[config.mk]
export PLATFORM = sky130hd
export DESIGN_NAME = captura_adc_flat
export DESIGN_NICKNAME = d
export VERILOG_FILES = /design/src/rtl/captura_adc_pkg.sv /design/src/rtl/captura_adc_if.sv /design/src/rtl/divisor_sclk.sv /design/src/rtl/captura_adc.sv /design/src/flat_wrapper.sv
export SDC_FILE = /design/constraint.sdc
export NUM_CORES = 1
export LEC_CHECK = 0
export BUFFER_PORTS_ARGS = -buffer_cell sky130_fd_sc_hd__buf_2
export CAP_MARGIN = 25
export CORE_ASPECT_RATIO = 0.5
export CORE_MARGIN = 4
export CORE_UTILIZATION = 50
export DETAILED_ROUTE_END_ITERATION = 6
export HOLD_SLACK_MARGIN = 0.12
export PLACE_DENSITY = 0.74
export SYNTH_ARGS = -nofsm -noshare
export SYNTH_HDL_FRONTEND = slang
export SYNTH_SLANG_ARGS = --single-unit
[constraint.sdc]
create_clock -name clock -period 1.8 [get_ports clock]
set_input_delay 0.27 -clock clock [delete_from_list [all_inputs] [get_ports clock]]
set_output_delay 0.27 -clock clock [all_outputs]
set_load 0.05 [all_outputs]
[src/rtl/captura_adc_pkg.sv]
// Shared constants and FSM encoding for the serial ADC capture block.
package captura_adc_pkg;

  // ADC code width, bits per serial frame and leading zero bits per frame.
  localparam int unsigned N_ADC      = 12;
  localparam int unsigned BITS_TRAMA = 16;
  localparam int unsigned BITS_CERO  = 4;

  // Width of the four-sample accumulator used by the optional averaging path.
  localparam int unsigned BITS_ACC = N_ADC + 2;

  typedef enum logic [1:0] {
    IDLE       = 2'd0,
    CONVERSION = 2'd1,
    ENTREGA    = 2'd2
  } estado_e;

  // Place a code at the fixed-point position given by the fractional bit count.
  function automatic logic [31:0] alinear_codigo(logic [N_ADC-1:0] codigo, int unsigned frac);
    logic [31:0] ext;
    ext = 32'(codigo);
    return ext << frac;
  endfunction

endpackage

[src/rtl/captura_adc_if.sv]
// Three-wire serial link between the capture block (master) and the ADC (slave).
interface captura_adc_if;

  logic sdata;
  logic cs_n;
  logic sclk;

  modport master (
    input  sdata,
    output cs_n,
    output sclk
  );

  modport slave (
    output sdata,
    input  cs_n,
    input  sclk
  );

endinterface

[src/rtl/divisor_sclk.sv]
// Serial clock generator: sclk starts high, toggles every DIV clocks while enabled,
// and a registered strobe marks the first cycle of every sclk high phase.
module divisor_sclk #(
  parameter int unsigned DIV = 2
) (
  input  logic clk_i,
  input  logic rst_i,
  input  logic en_i,
  output logic sclk_o,
  output logic subida_o
);

  localparam int unsigned CntW = (DIV > 1) ? $clog2(DIV) : 1;

  logic [CntW-1:0] cnt_q, cnt_d;
  logic            sclk_q, sclk_d;
  logic            subida_q, subida_d;

  // Half-period counter; disabled state parks sclk high with the counter cleared.
  always_comb begin
    cnt_d    = cnt_q;
    sclk_d   = sclk_q;
    subida_d = 1'b0;
    if (!en_i) begin
      cnt_d  = '0;
      sclk_d = 1'b1;
    end else if (cnt_q == CntW'(DIV - 1)) begin
      cnt_d    = '0;
      sclk_d   = ~sclk_q;
      subida_d = ~sclk_q;
    end else begin
      cnt_d = cnt_q + CntW'(1);
    end
  end

  // Divider state registers with synchronous reset.
  always_ff @(posedge clk_i) begin
    if (rst_i) begin
      cnt_q    <= '0;
      sclk_q   <= 1'b1;
      subida_q <= 1'b0;
    end else begin
      cnt_q    <= cnt_d;
      sclk_q   <= sclk_d;
      subida_q <= subida_d;
    end
  end

  // Force idle-high whenever disabled so a late toggle never leaks out of a frame.
  assign sclk_o   = sclk_q | ~en_i;
  assign subida_o = subida_q;

endmodule

[src/rtl/captura_adc.sv]
// Periodic serial ADC capture: every PERIODO clocks a 16-bit frame is clocked in,
// the 12-bit code is placed at y_k[Presicion+11:Presicion] and muestra_lista strobes.
// Optional feature macro: CAPTURA_ADC_PROMEDIO_EN (publish the mean of four frames).
module captura_adc
  import captura_adc_pkg::*;
#(
  parameter int unsigned Width     = 19,
  parameter int unsigned Presicion = 0,
  parameter int unsigned DIV       = 2,
  parameter int unsigned PERIODO   = 100
) (
  input  logic              clock,
  input  logic              reset,
  captura_adc_if.master     adc,
  output logic [Width-1:0]  y_k,
  output logic              muestra_lista,
  output logic              sobrecarga
);

  localparam int unsigned TimerW = (PERIODO > 1) ? $clog2(PERIODO) : 1;

  estado_e               estado_q, estado_d;
  logic [TimerW-1:0]     timer_q, timer_d;
  logic [BITS_TRAMA-1:0] trama_q, trama_d;
  logic [BITS_TRAMA-1:0] trama_sig;
  logic [Width-1:0]      y_q, y_d;
  logic                  lista_q, lista_d;
  logic                  sobre_q, sobre_d;
  logic                  tick;
  logic                  carga;
  logic                  en_div;
  logic                  sclk_w;
  logic                  subida;
  logic [N_ADC-1:0]      codigo;

  // Sample period timer; the last count is the tick.
  always_comb begin
    tick    = (timer_q == TimerW'(PERIODO - 1));
    timer_d = tick ? '0 : timer_q + TimerW'(1);
  end

  assign en_div = (estado_q == CONVERSION);

  divisor_sclk #(
    .DIV (DIV)
  ) u_divisor_sclk (
    .clk_i    (clock),
    .rst_i    (reset),
    .en_i     (en_div),
    .sclk_o   (sclk_w),
    .subida_o (subida)
  );

  // The frame register is seeded with a marker bit at frame start; once the
  // marker reaches the MSB the next rising edge delivers the 16th bit.
  assign trama_sig = {trama_q[BITS_TRAMA-2:0], adc.sdata};
  assign codigo    = trama_sig[N_ADC-1:0];

  // Next-state logic for the capture FSM, overrun flag and shift register.
  always_comb begin
    estado_d = estado_q;
    trama_d  = trama_q;
    sobre_d  = sobre_q;
    carga    = 1'b0;
    unique case (estado_q)
      IDLE: begin
        if (tick) begin
          estado_d = CONVERSION;
          trama_d  = BITS_TRAMA'(1);
        end
      end
      CONVERSION: begin
        if (tick) sobre_d = 1'b1;
        if (subida) begin
          trama_d = trama_sig;
          if (trama_q[BITS_TRAMA-1]) begin
            estado_d = ENTREGA;
            carga    = 1'b1;
          end
        end
      end
      ENTREGA: begin
        if (tick) sobre_d = 1'b1;
        estado_d = IDLE;
      end
      default: estado_d = IDLE;
    endcase
  end

`ifdef CAPTURA_ADC_PROMEDIO_EN
  logic [BITS_ACC-1:0] acc_q, acc_d;
  logic [1:0]          nconv_q, nconv_d;
  logic [BITS_ACC-1:0] suma;

  // Accumulate four codes; publish their mean on the fourth delivery.
  always_comb begin
    acc_d   = acc_q;
    nconv_d = nconv_q;
    y_d     = y_q;
    lista_d = 1'b0;
    suma    = acc_q + BITS_ACC'(codigo);
    if (carga) begin
      nconv_d = nconv_q + 2'd1;
      if (nconv_q == 2'd3) begin
        acc_d   = '0;
        y_d     = Width'(alinear_codigo(suma[BITS_ACC-1:2], Presicion));
        lista_d = 1'b1;
      end else begin
        acc_d = suma;
      end
    end
  end

  // Averaging state registers.
  always_ff @(posedge clock) begin
    if (reset) begin
      acc_q   <= '0;
      nconv_q <= '0;
    end else begin
      acc_q   <= acc_d;
      nconv_q <= nconv_d;
    end
  end
`else
  // Every completed frame is published directly.
  always_comb begin
    y_d     = y_q;
    lista_d = 1'b0;
    if (carga) begin
      y_d     = Width'(alinear_codigo(codigo, Presicion));
      lista_d = 1'b1;
    end
  end
`endif

  // Main state registers with synchronous active-high reset.
  always_ff @(posedge clock) begin
    if (reset) begin
      estado_q <= IDLE;
      timer_q  <= '0;
      trama_q  <= '0;
      y_q      <= '0;
      lista_q  <= 1'b0;
      sobre_q  <= 1'b0;
    end else begin
      estado_q <= estado_d;
      timer_q  <= timer_d;
      trama_q  <= trama_d;
      y_q      <= y_d;
      lista_q  <= lista_d;
      sobre_q  <= sobre_d;
    end
  end

  assign adc.cs_n      = ~en_div;
  assign adc.sclk      = sclk_w;
  assign y_k           = y_q;
  assign muestra_lista = lista_q;
  assign sobrecarga    = sobre_q;

endmodule

[src/flat_wrapper.sv]
// flat-port wrapper written by rule: the top's interface ports become plain ports
module captura_adc_flat import captura_adc_pkg::*;
#(
  parameter int unsigned Width     = 19,
  parameter int unsigned Presicion = 0,
  parameter int unsigned DIV       = 2,
  parameter int unsigned PERIODO   = 100
)
  (clock, reset, y_k, muestra_lista, sobrecarga, adc_sdata, adc_cs_n, adc_sclk);
  captura_adc_if adc_i ();
  input  logic clock;
  input  logic reset;
  output logic [Width-1:0] y_k;
  output logic muestra_lista;
  output logic sobrecarga;
  input wire logic [$bits(adc_i.sdata)-1:0] adc_sdata;
  output wire logic [$bits(adc_i.cs_n)-1:0] adc_cs_n;
  output wire logic [$bits(adc_i.sclk)-1:0] adc_sclk;
  assign adc_i.sdata = adc_sdata;
  assign adc_cs_n = adc_i.cs_n;
  assign adc_sclk = adc_i.sclk;
  captura_adc #(.Width(Width), .Presicion(Presicion), .DIV(DIV), .PERIODO(PERIODO)) u_core (.clock(clock), .reset(reset), .adc(adc_i), .y_k(y_k), .muestra_lista(muestra_lista), .sobrecarga(sobrecarga));
endmodule
==> flow_metrics.tcl, run 1 <==
set metrics [dict create \
    worstPathArrival_ns 1.92 \
    crit_cells 5 \
    drtIter0Drc 51 \
    place_congestion 0.764 \
    grt_pass1_wl_mm 5.09 \
    vias 1318 \
    met1_length_mm 1.41 \
    layout.nets 229 \
    worst_setup_path_end_kind "register" \
    first_pass_iters 4 \
    die_height_um 49.8 \
    required_ns 2.01 \
    die_area_um2 4550 \
    met3WireLength_um 147 \
    grt_max_degree 17 \
    slew_headroom_pct 63.6 \
    cp_top_family "compound AO/OA/AOI/OAI gates" \
    n_antenna_cell 0 \
    port_buffers 18 \
    hold_depth 3 \
    antenna_found_initial 0 \
    synthFlopType "dfxtp_1" \
    min_period_ns 1.72 \
    drv_cap 0 \
    cts_buffers 5 \
    p_leak_nw 0.730 \
    fill_cells 297 \
    ys_seq_area_share_pct 48.2 \
    holdWs_ns 0.221 \
    clock_latency_ns 0.29 \
    crit_slowest_cell "or4b_4" \
    die_x_um 91.5 \
    setup_ws_ns 0.0819 \
    route.met2.wl_mm 1.40 \
    tightest_slew_ns 0.546 \
    area_growth_pct 14.3 \
    async_flop_share_pct 0 \
    worst_r2r_path_depth 5 \
    cts_tree "done" \
    grt_pass1_vias 1175 \
    wl_mm 2.99 \
    start_util_pct 55.0 \
    ys.warnings.count 0 \
    avgViaCountPerCell 4.88 \
    synth_edf_count 0 \
    ios 26 \
    fmax_mhz 582 \
    path_class "reg -> reg" \
    place_hpwl_mm 2.11 \
    cp-start-kind "register" \
    wl_per_cell_um 11.1 \
    top_layer "met4" \
    path_max_fanout 15 \
    crit_chain "ha_4 > or4b_4 > a211o_1 > buf_6 > a32oi_1" \
    cts_root_buf "clkbuf_8" \
    critPathBufInv 1 \
    max_stage_delay_ns 0.48 \
    postSynthCellCount 202 \
    ir_worst_vdd_uv 601 \
    synth_cell_types 33 \
    hold_viol 0 \
    synth_seq_cells 42 \
    status "finished, final reports clean" \
    setup_viol 0 \
    hold_class "in -> reg" \
    core_area_um2 3170 \
    finalClockSkew_ns 0.00407 \
    grt_use_total_pct 14.0 \
    h-tree-depth 2 \
    drcViolationCount 0 \
    power_mw 1.77 \
    syn_area_um2 1740 \
    fin_crit_sh_pct 95.4 \
    drtAntennaViolNets 0 \
    clockBufferDepth 2 \
    avgSynthCellArea_um2 8.63 \
    grt_remaining_overflow 0 \
    final_layout_size_suffix_gt1_share_pct 17.1 \
    dp_slack_ns 0.0248 \
    cts_sinks 42 \
    rsz0062_at_grt "yes" \
    rows 14 \
    power.density_nw_per_um2 887 \
    slew_violations 0 \
    clk_pin_slew_ns 0.08 \
]
==> state kept, by name, indices dropped and copies added (netlist names) <==
name / cells
u_core.u_divisor_sclk.subida_o: 1
u_core.sobrecarga: 1
u_core.trama_q: 16
u_core.estado_q: 2
u_core.timer_q: 7
u_core.u_divisor_sclk.cnt_q: 1
u_core.muestra_lista: 1
u_core.u_divisor_sclk.sclk_q: 1
u_core.y_k: 12
==> routing by layer <==
layer	track usage, %	up-vias
li1	-	693
met3	4.56	4
met1	15.8	598
met2	23.8	23
met5	0	-
met4	7.50	0
==> report_power, final <==
group	total (mW)	switching [mW]	leakage, nW	internal (mW)
logic	0.0761	0.0553	0.333	0.0208
clock network	0.752	0.308	0.0573	0.444
registers	0.941	0.00586	0.339	0.935
==> cells in the final DEF, fill, tap and decap left out, types with 2 or more instances in the layout <==
cell type,n
nand2_1,43
dfxtp_1,40
inv_1,20
buf_2,18
a21oi_1,15
a32oi_1,14
nand2b_1,7
nor2_1,7
conb_1,7
clkbuf_8,6
buf_4,6
mux2i_1,3
nor2b_1,3
nand3_1,3
o21ai_0,3
ha_1,3
or3_1,2
xor2_1,2
xnor2_1,2
dfxtp_2,2
==> cells in the mapped netlist (3+ instances only) <==
library cell  instances  area [um2]
nand2_1              43         161
inv_1                20        75.1
ha_1                  4        50.1
nand3_1               3        15.0
dfxtp_1              42         841
a21oi_1              15        75.1
nand2b_1              7        43.8
o21ai_0               3        15.0
buf_4                 7        52.6
mux2i_1               3        30.0
nor2b_1               3        18.8
nor2_1                7        26.3
clkbuf_1              7        26.3
a32oi_1              14         123
==> worst paths after layout <==
| kind | slack [ns] | start | end |
|---|---|---|---|
| min | 0.22 | adc_sdata | u_core.y_k[0]$_SDFFE_PP0P_ |
| max reg2reg | 0.08 | u_core.timer_q[0]$_SDFF_PP0_ | u_core.trama_q[7]$_SDFFE_PP0P_ |
| min reg2reg | 0.44 | u_core.timer_q[0]$_SDFF_PP0_ | u_core.timer_q[0]$_SDFF_PP0_ |
| max | 0.08 | u_core.timer_q[0]$_SDFF_PP0_ | u_core.trama_q[7]$_SDFFE_PP0P_ |
==> cell families (layout without fill, tap and decap cells) <==
kind of cell,Yosys count,after routing,synth area share (%)
xor+xnor,4,4,2.01
simple gates,70,70,18.0
buf+inv,38,52,10.7
other cells,1,7,0.215
mux,4,4,2.58
fa+ha+maj,4,4,2.87
compound gates,39,39,15.4
flops,42,42,48.2
==> cell type report <==
cell class                      count  area (um2)  area share, %
Clock buffer                        6        82.6           4.14
Clock inverter                      1        30.0           1.51
Inverter                           20        75.1           3.77
Multi-Input combinational cell    128         756           37.9
Sequential cell                    42         843           42.3
Tap cell                           48        60.1           3.01
Timing Repair Buffer               25         146           7.34
==> worst min-delay path: stages <==
cell and delay, ns:
buf_2 0.10, nand2_1 0.05, a21oi_1 0.05
==> stage by stage <==
step           util (%)  instance area [um2]  instances  setup TNS, ns
2_1_floorplan         -                 1780        208        -0.0175
3_3_place_gp       59.1                 1870        263              0
3_5_place_dp       59.1                 1870        263              0
4_1_cts            62.6                 1990        270              0
5_1_grt            62.9                 1990        270        -0.0136
6_report           62.9                 1990        270              0
==> what timing repair did <==
item / in CTS / in global routing
endpoints found under the setup margin: 0 / 18
hold buffers: 0 / 0
gates resized for setup: 0 / 2
setup buffers: 0 / 0
No activity file was read; power rests on OpenSTA's default activity.
==> run 2: changes to the inputs <==
Settings changed: CORE_MARGIN 4 to 2, CORE_UTILIZATION 50 to 52, CTS_BUF_LIST set to sky130_fd_sc_hd__clkbuf_8, PLACE_DENSITY 0.74 to 0.77.
==> run 2 against run 1 <==
Compared with the run above: total power is 0.49% higher; setup slack worse by 0.035 ns; register-to-register slack worse by 0.03 ns; combinational power is 9.9% higher; sequential cell count stayed put; largest cell class unchanged.
==> flow_metrics.tcl, run 2 (synthesis results as in run 1) <==
set metrics [dict create \
    min_period_ns 1.75 \
    drtAntennaViolNets 0 \
    crit_slowest_cell "or4b_4" \
    combPwrFrac_pct 4.7 \
    clockBufferDepth 2 \
    final_cell_area_um2 2050 \
    p_leak_nw 0.758 \
    first_pass_iters 4 \
    path_max_fanout 3 \
    dp_slack_ns 0.0205 \
    hold_start "adc_sdata" \
    grt_use_total_pct 17.9 \
    min_to "u_core.y_k[0]$_SDFFE_PP0P_" \
    hold_class "in -> reg" \
    n_antenna_cell 0 \
    drv_cap 0 \
    rsz0062_at_grt "no" \
    die_area_um2 3860 \
    largest_register_ffs 16 \
    layout.nets 234 \
    h-tree-depth 2 \
    reg2reg_from "u_core.timer_q[1]$_SDFF_PP0_" \
    intPower_mw 1.38 \
    path_class "reg -> reg" \
    cts_tree "done" \
    worstPathArrival_ns 1.94 \
    timing.rr.end "u_core.trama_q[0]$_SDFFE_PP0P_" \
    crit_chain "ha_4 > or4b_4 > a211o_4 > mux2_4" \
    area_growth_pct 17.6 \
    clk_pin_slew_ns 0.08 \
    r2r_slack_ns 0.05 \
    p_sw_share_pct 22.6 \
    cts_root_buf "clkbuf_8" \
    status "finished, final reports clean" \
    critPathBufInv 0 \
    setup_ws_ns 0.0474 \
    rows 14 \
    cts_sinks 42 \
    fin_crit_sh_pct 97.4 \
    wl_mm 3.21 \
    switching_power_uw 402 \
    vias 1399 \
    grt_remaining_overflow 0 \
    port_buffers 18 \
    power.density_nw_per_um2 866 \
    setup_viol 0 \
    antenna_found_initial 0 \
    cp-start-kind "register" \
    place_congestion 0.728 \
    die_x_um 85.9 \
    worst_r2r_path_depth 4 \
    core_area_um2 3100 \
    fin_util_pct 66.2 \
    hold_buffers 0 \
    power_frac_seq_pct 52.9 \
    final_layout_size_suffix_gt1_share_pct 21.1 \
    ir_worst_vdd_uv 603 \
    worst_setup_path_end_kind "register" \
    hold_viol 0 \
    layout_common_cells "nand2_1, dfxtp_1, inv_1, buf_2, a21oi_1" \
    drcViolationCount 0 \
    required_ns 1.98 \
    grt_pass1_vias 1283 \
    place_area_um2 1880 \
    fmax_mhz 571 \
    ios 26 \
    cp_top_family "simple AND/OR/NAND/NOR gates" \
    start_util_pct 56.3 \
    fin_setup_tns_ns 0 \
    final_common_cell "nand2_1" \
    die_height_um 45.0 \
    grt_pass1_wl_mm 5.32 \
    place_hpwl_mm 2.12 \
    clock_latency_ns 0.30 \
    avgViaCountPerCell 5.22 \
    max_stage_delay_ns 0.48 \
    clkPwrFrac_pct 42.4 \
    wl_per_cell_um 12.0 \
    grt_max_degree 17 \
    power_mw 1.78 \
    cts_buffers 5 \
    hold_depth 3 \
    finalClockSkew_ns 0.0119 \
    regMostFlops "u_core.trama_q" \
    drtIter0Drc 67 \
    slew_violations 0 \
]
run 2: changes by cell type in the layout (fill, tap and decap cells not counted):
| cell | change |
|---|---|
| a211o_1 | -1 |
| a211o_4 | +1 |
| a32oi_1 | -2 |
| a32oi_2 | +2 |
| buf_4 | +4 |
| buf_6 | +1 |
| clkbuf_8 | -1 |
| clkinv_2 | +1 |
| inv_6 | +1 |
| o21ai_1 | -1 |
| o21ai_2 | +1 |
run 2: area by class of cell:
cell class,instances,area (um2)
flip-flops and latches,42,843
fillers,251,1050
multi-input cells,128,783
inverters,20,75.1
clock buffers,5,68.8
repair buffers,30,188
well taps,40,50.0
clock inverters,3,43.8
run 2: worst max-delay path by stage:
stage / startpoint / endpoint / slack, ns / cells after the start
4_1_cts: u_core.timer_q[0]$_SDFF_PP0_ / u_core.trama_q[14]$_SDFFE_PP0P_ / 0.007 / 5
6_report: u_core.timer_q[1]$_SDFF_PP0_ / u_core.trama_q[0]$_SDFFE_PP0P_ / 0.05 / 4
3_3_place_gp: u_core.timer_q[0]$_SDFF_PP0_ / u_core.trama_q[0]$_SDFFE_PP0P_ / 0.09 / 4
2_1_floorplan: u_core.timer_q[1]$_SDFF_PP0_ / u_core.trama_q[0]$_SDFFE_PP0P_ / -0.02 / 6
3_5_place_dp: u_core.timer_q[0]$_SDFF_PP0_ / u_core.trama_q[14]$_SDFFE_PP0P_ / 0.02 / 5
5_1_grt: u_core.timer_q[1]$_SDFF_PP0_ / u_core.trama_q[13]$_SDFFE_PP0P_ / 0.0003 / 5
run 2: repair_timing:
item | CTS | global route
cloned | 0 | 1
resized for setup | 1 | 8
setup endpoints to repair | 2 | 15
buffers inserted | 1 | 1
pin swaps | 1 | 1
run 2: metrics by stage:
step,cells,hold slack (ns)
after floorplan,208,0.406
after global placement,257,0.426
after detailed placement,257,0.435
after CTS,266,0.217
after global routing,268,0.251
final,268,0.220
run 2: worst min-delay path, cell delays in order:
cell     delay, ns
buf_2         0.10
nand2_1       0.05
a21oi_1       0.05
run 2: power groups by stage:
stage,registers [mW],logic (mW),clock network [mW]
final,0.941,0.0836,0.753
after global routing,0.942,0.0907,0.808
after global placement,0.962,0.0731,0
after detailed placement,0.963,0.0746,0
after floorplan,0.962,0.0724,0
after CTS,0.941,0.0763,0.770
run 2: layer usage:
metal | global-route usage (%) | part of all wire, % | vias up
li1 | - | - | 705
met1 | 19.4 | 46 | 663
met3 | 6.22 | 4.3 | 4
met4 | 7.30 | 1.0 | 0
met2 | 33.3 | 48 | 27
met5 | 0 | 0 | -
==> run 3: changes to the inputs <==
Settings changed: CORE_ASPECT_RATIO 0.5 to not set.
==> run 3 against run 2 <==
Compared with the run above: combinational power decreased by 9.7%; largest power group unchanged; setup slack improved by 0.021 ns; register-to-register slack improved by 0.02 ns; die area decreased by 0.72%; sequential cell count unchanged; cell area decreased by 3.2%; critical endpoint is now u_core.trama_q[13]$_SDFFE_PP0P_; highest routed layer unchanged; routed wire length decreased by 11%; clock-buffer cell count increased by 1; non-clock buffer count decreased by 4; core utilization decreased by 5.7 points; largest cell class unchanged; final cell count increased by 0.75%; total power decreased by 8.4%.
==> flow_metrics.tcl, run 3 (synthesis results as in run 1) <==
set metrics [dict create \
    die_x_um 61.9 \
    rows 21 \
    cts_buffers 5 \
    p_leak_nw 0.720 \
    wl_per_cell_um 10.6 \
    core_area_um2 3280 \
    final_layout_size_suffix_gt1_share_pct 18.8 \
    grt_pass1_wl_mm 4.75 \
    postCtsSetupRepairBufs 0 \
    slew_violations 0 \
    n_antenna_cell 0 \
    wl_mm 2.86 \
    clock_latency_ns 0.28 \
    power.density_nw_per_um2 820 \
    place_area_um2 1880 \
    clockBufferDepth 2 \
    dp_slack_ns 0.0806 \
    fin_crit_sh_pct 96.2 \
    cts_sinks 42 \
    ir_worst_vdd_uv 647 \
    vias 1295 \
    fill_cells 305 \
    required_ns 2.01 \
    largest_register_ffs 16 \
    worstPathArrival_ns 1.94 \
    die_area_um2 3830 \
    start_util_pct 53.1 \
    cts_root_buf "clkbuf_8" \
    setup_ws_ns 0.0679 \
    drtAntennaViolNets 0 \
    h-tree-depth 2 \
    layout_common_cells "nand2_1, dfxtp_1, inv_1, buf_2, a21oi_1" \
    finalClockSkew_ns 0.00712 \
    fin_setup_tns_ns 0 \
    drv_cap 0 \
    hold_viol 0 \
    layout.nets 230 \
    final_common_cell "nand2_1" \
    path_max_fanout 15 \
    die_height_um 61.9 \
    regMostFlops "u_core.trama_q" \
    place_congestion 0.768 \
    grt_pass1_vias 1071 \
    grt_max_degree 26 \
    antenna_found_initial 0 \
    grt_use_total_pct 16.6 \
    final_cell_area_um2 1990 \
    ios 26 \
    fmax_mhz 577 \
    cts_tree "done" \
    drcViolationCount 0 \
    cp-start-kind "register" \
    setup_viol 0 \
    first_pass_iters 4 \
    place_hpwl_mm 1.90 \
    clk_pin_slew_ns 0.08 \
    rsz0062_at_grt "yes" \
    area_growth_pct 13.9 \
    hold_class "in -> reg" \
    port_buffers 18 \
    status "finished, final reports clean" \
    avgViaCountPerCell 4.80 \
    grt_remaining_overflow 0 \
    worst_setup_path_end_kind "register" \
    min_period_ns 1.73 \
    path_class "reg -> reg" \
    drtIter0Drc 50 \
]
[run 3: through the flow]
step | hold WS, ns | cells | total power [mW] | util [%]
floorplan | 0.406 | 208 | 1.03 | -
global placement | 0.427 | 262 | 1.04 | 57.2
detailed placement | 0.434 | 262 | 1.04 | 57.2
CTS | 0.231 | 270 | 1.65 | 60.1
global route | 0.239 | 270 | 1.70 | 60.5
finish | 0.242 | 270 | 1.63 | 60.5
[run 3: metal layers]
metal / global-route usage (%) / up-vias / share of wire, %
met5: 0 / - / 0
met2: 26.3 / 18 / 47
met1: 21.6 / 578 / 49
li1: - / 697 / -
met3: 6.21 / 2 / 2.6
met4: 3.65 / 0 / 0.49
[run 3: worst paths after layout]
kind	slack (ns)	cells past startpoint	start	endpoint
hold reg to reg	0.44	1	u_core.timer_q[0]$_SDFF_PP0_	u_core.timer_q[0]$_SDFF_PP0_
setup reg to reg	0.07	5	u_core.timer_q[0]$_SDFF_PP0_	u_core.trama_q[13]$_SDFFE_PP0P_
hold / removal	0.24	3	adc_sdata	u_core.y_k[0]$_SDFFE_PP0P_
setup / recovery	0.07	5	u_core.timer_q[0]$_SDFF_PP0_	u_core.trama_q[13]$_SDFFE_PP0P_
[run 3: power by group]
group | switching [mW] | internal, mW
clock | 0.304 | 0.308
combinational | 0.0558 | 0.0196
sequential | 0.00635 | 0.935
[run 3: final cells by class]
cell class | instances | area [um2] | share of cell area [%]
Inverter | 20 | 75.1 | 3.78
Clock inverter | 2 | 12.5 | 0.630
Tap cell | 46 | 57.6 | 2.90
Sequential cell | 42 | 843 | 42.4
Clock buffer | 6 | 82.6 | 4.16
Timing Repair Buffer | 26 | 150 | 7.56
Multi-Input combinational cell | 128 | 766 | 38.5
[run 3: worst max-delay path, cell delays in order (launching register included)]
cell and delay (ns):
dfxtp_2 0.36, ha_4 0.15, or4b_4 0.48, a211o_1 0.31, buf_4 0.20, a32oi_1 0.16
[run 3: what timing repair did]
item,CTS,global route
endpoints found under the hold margin,0,0
resized for setup,0,3
hold buffers,0,0
setup endpoints to repair,0,12
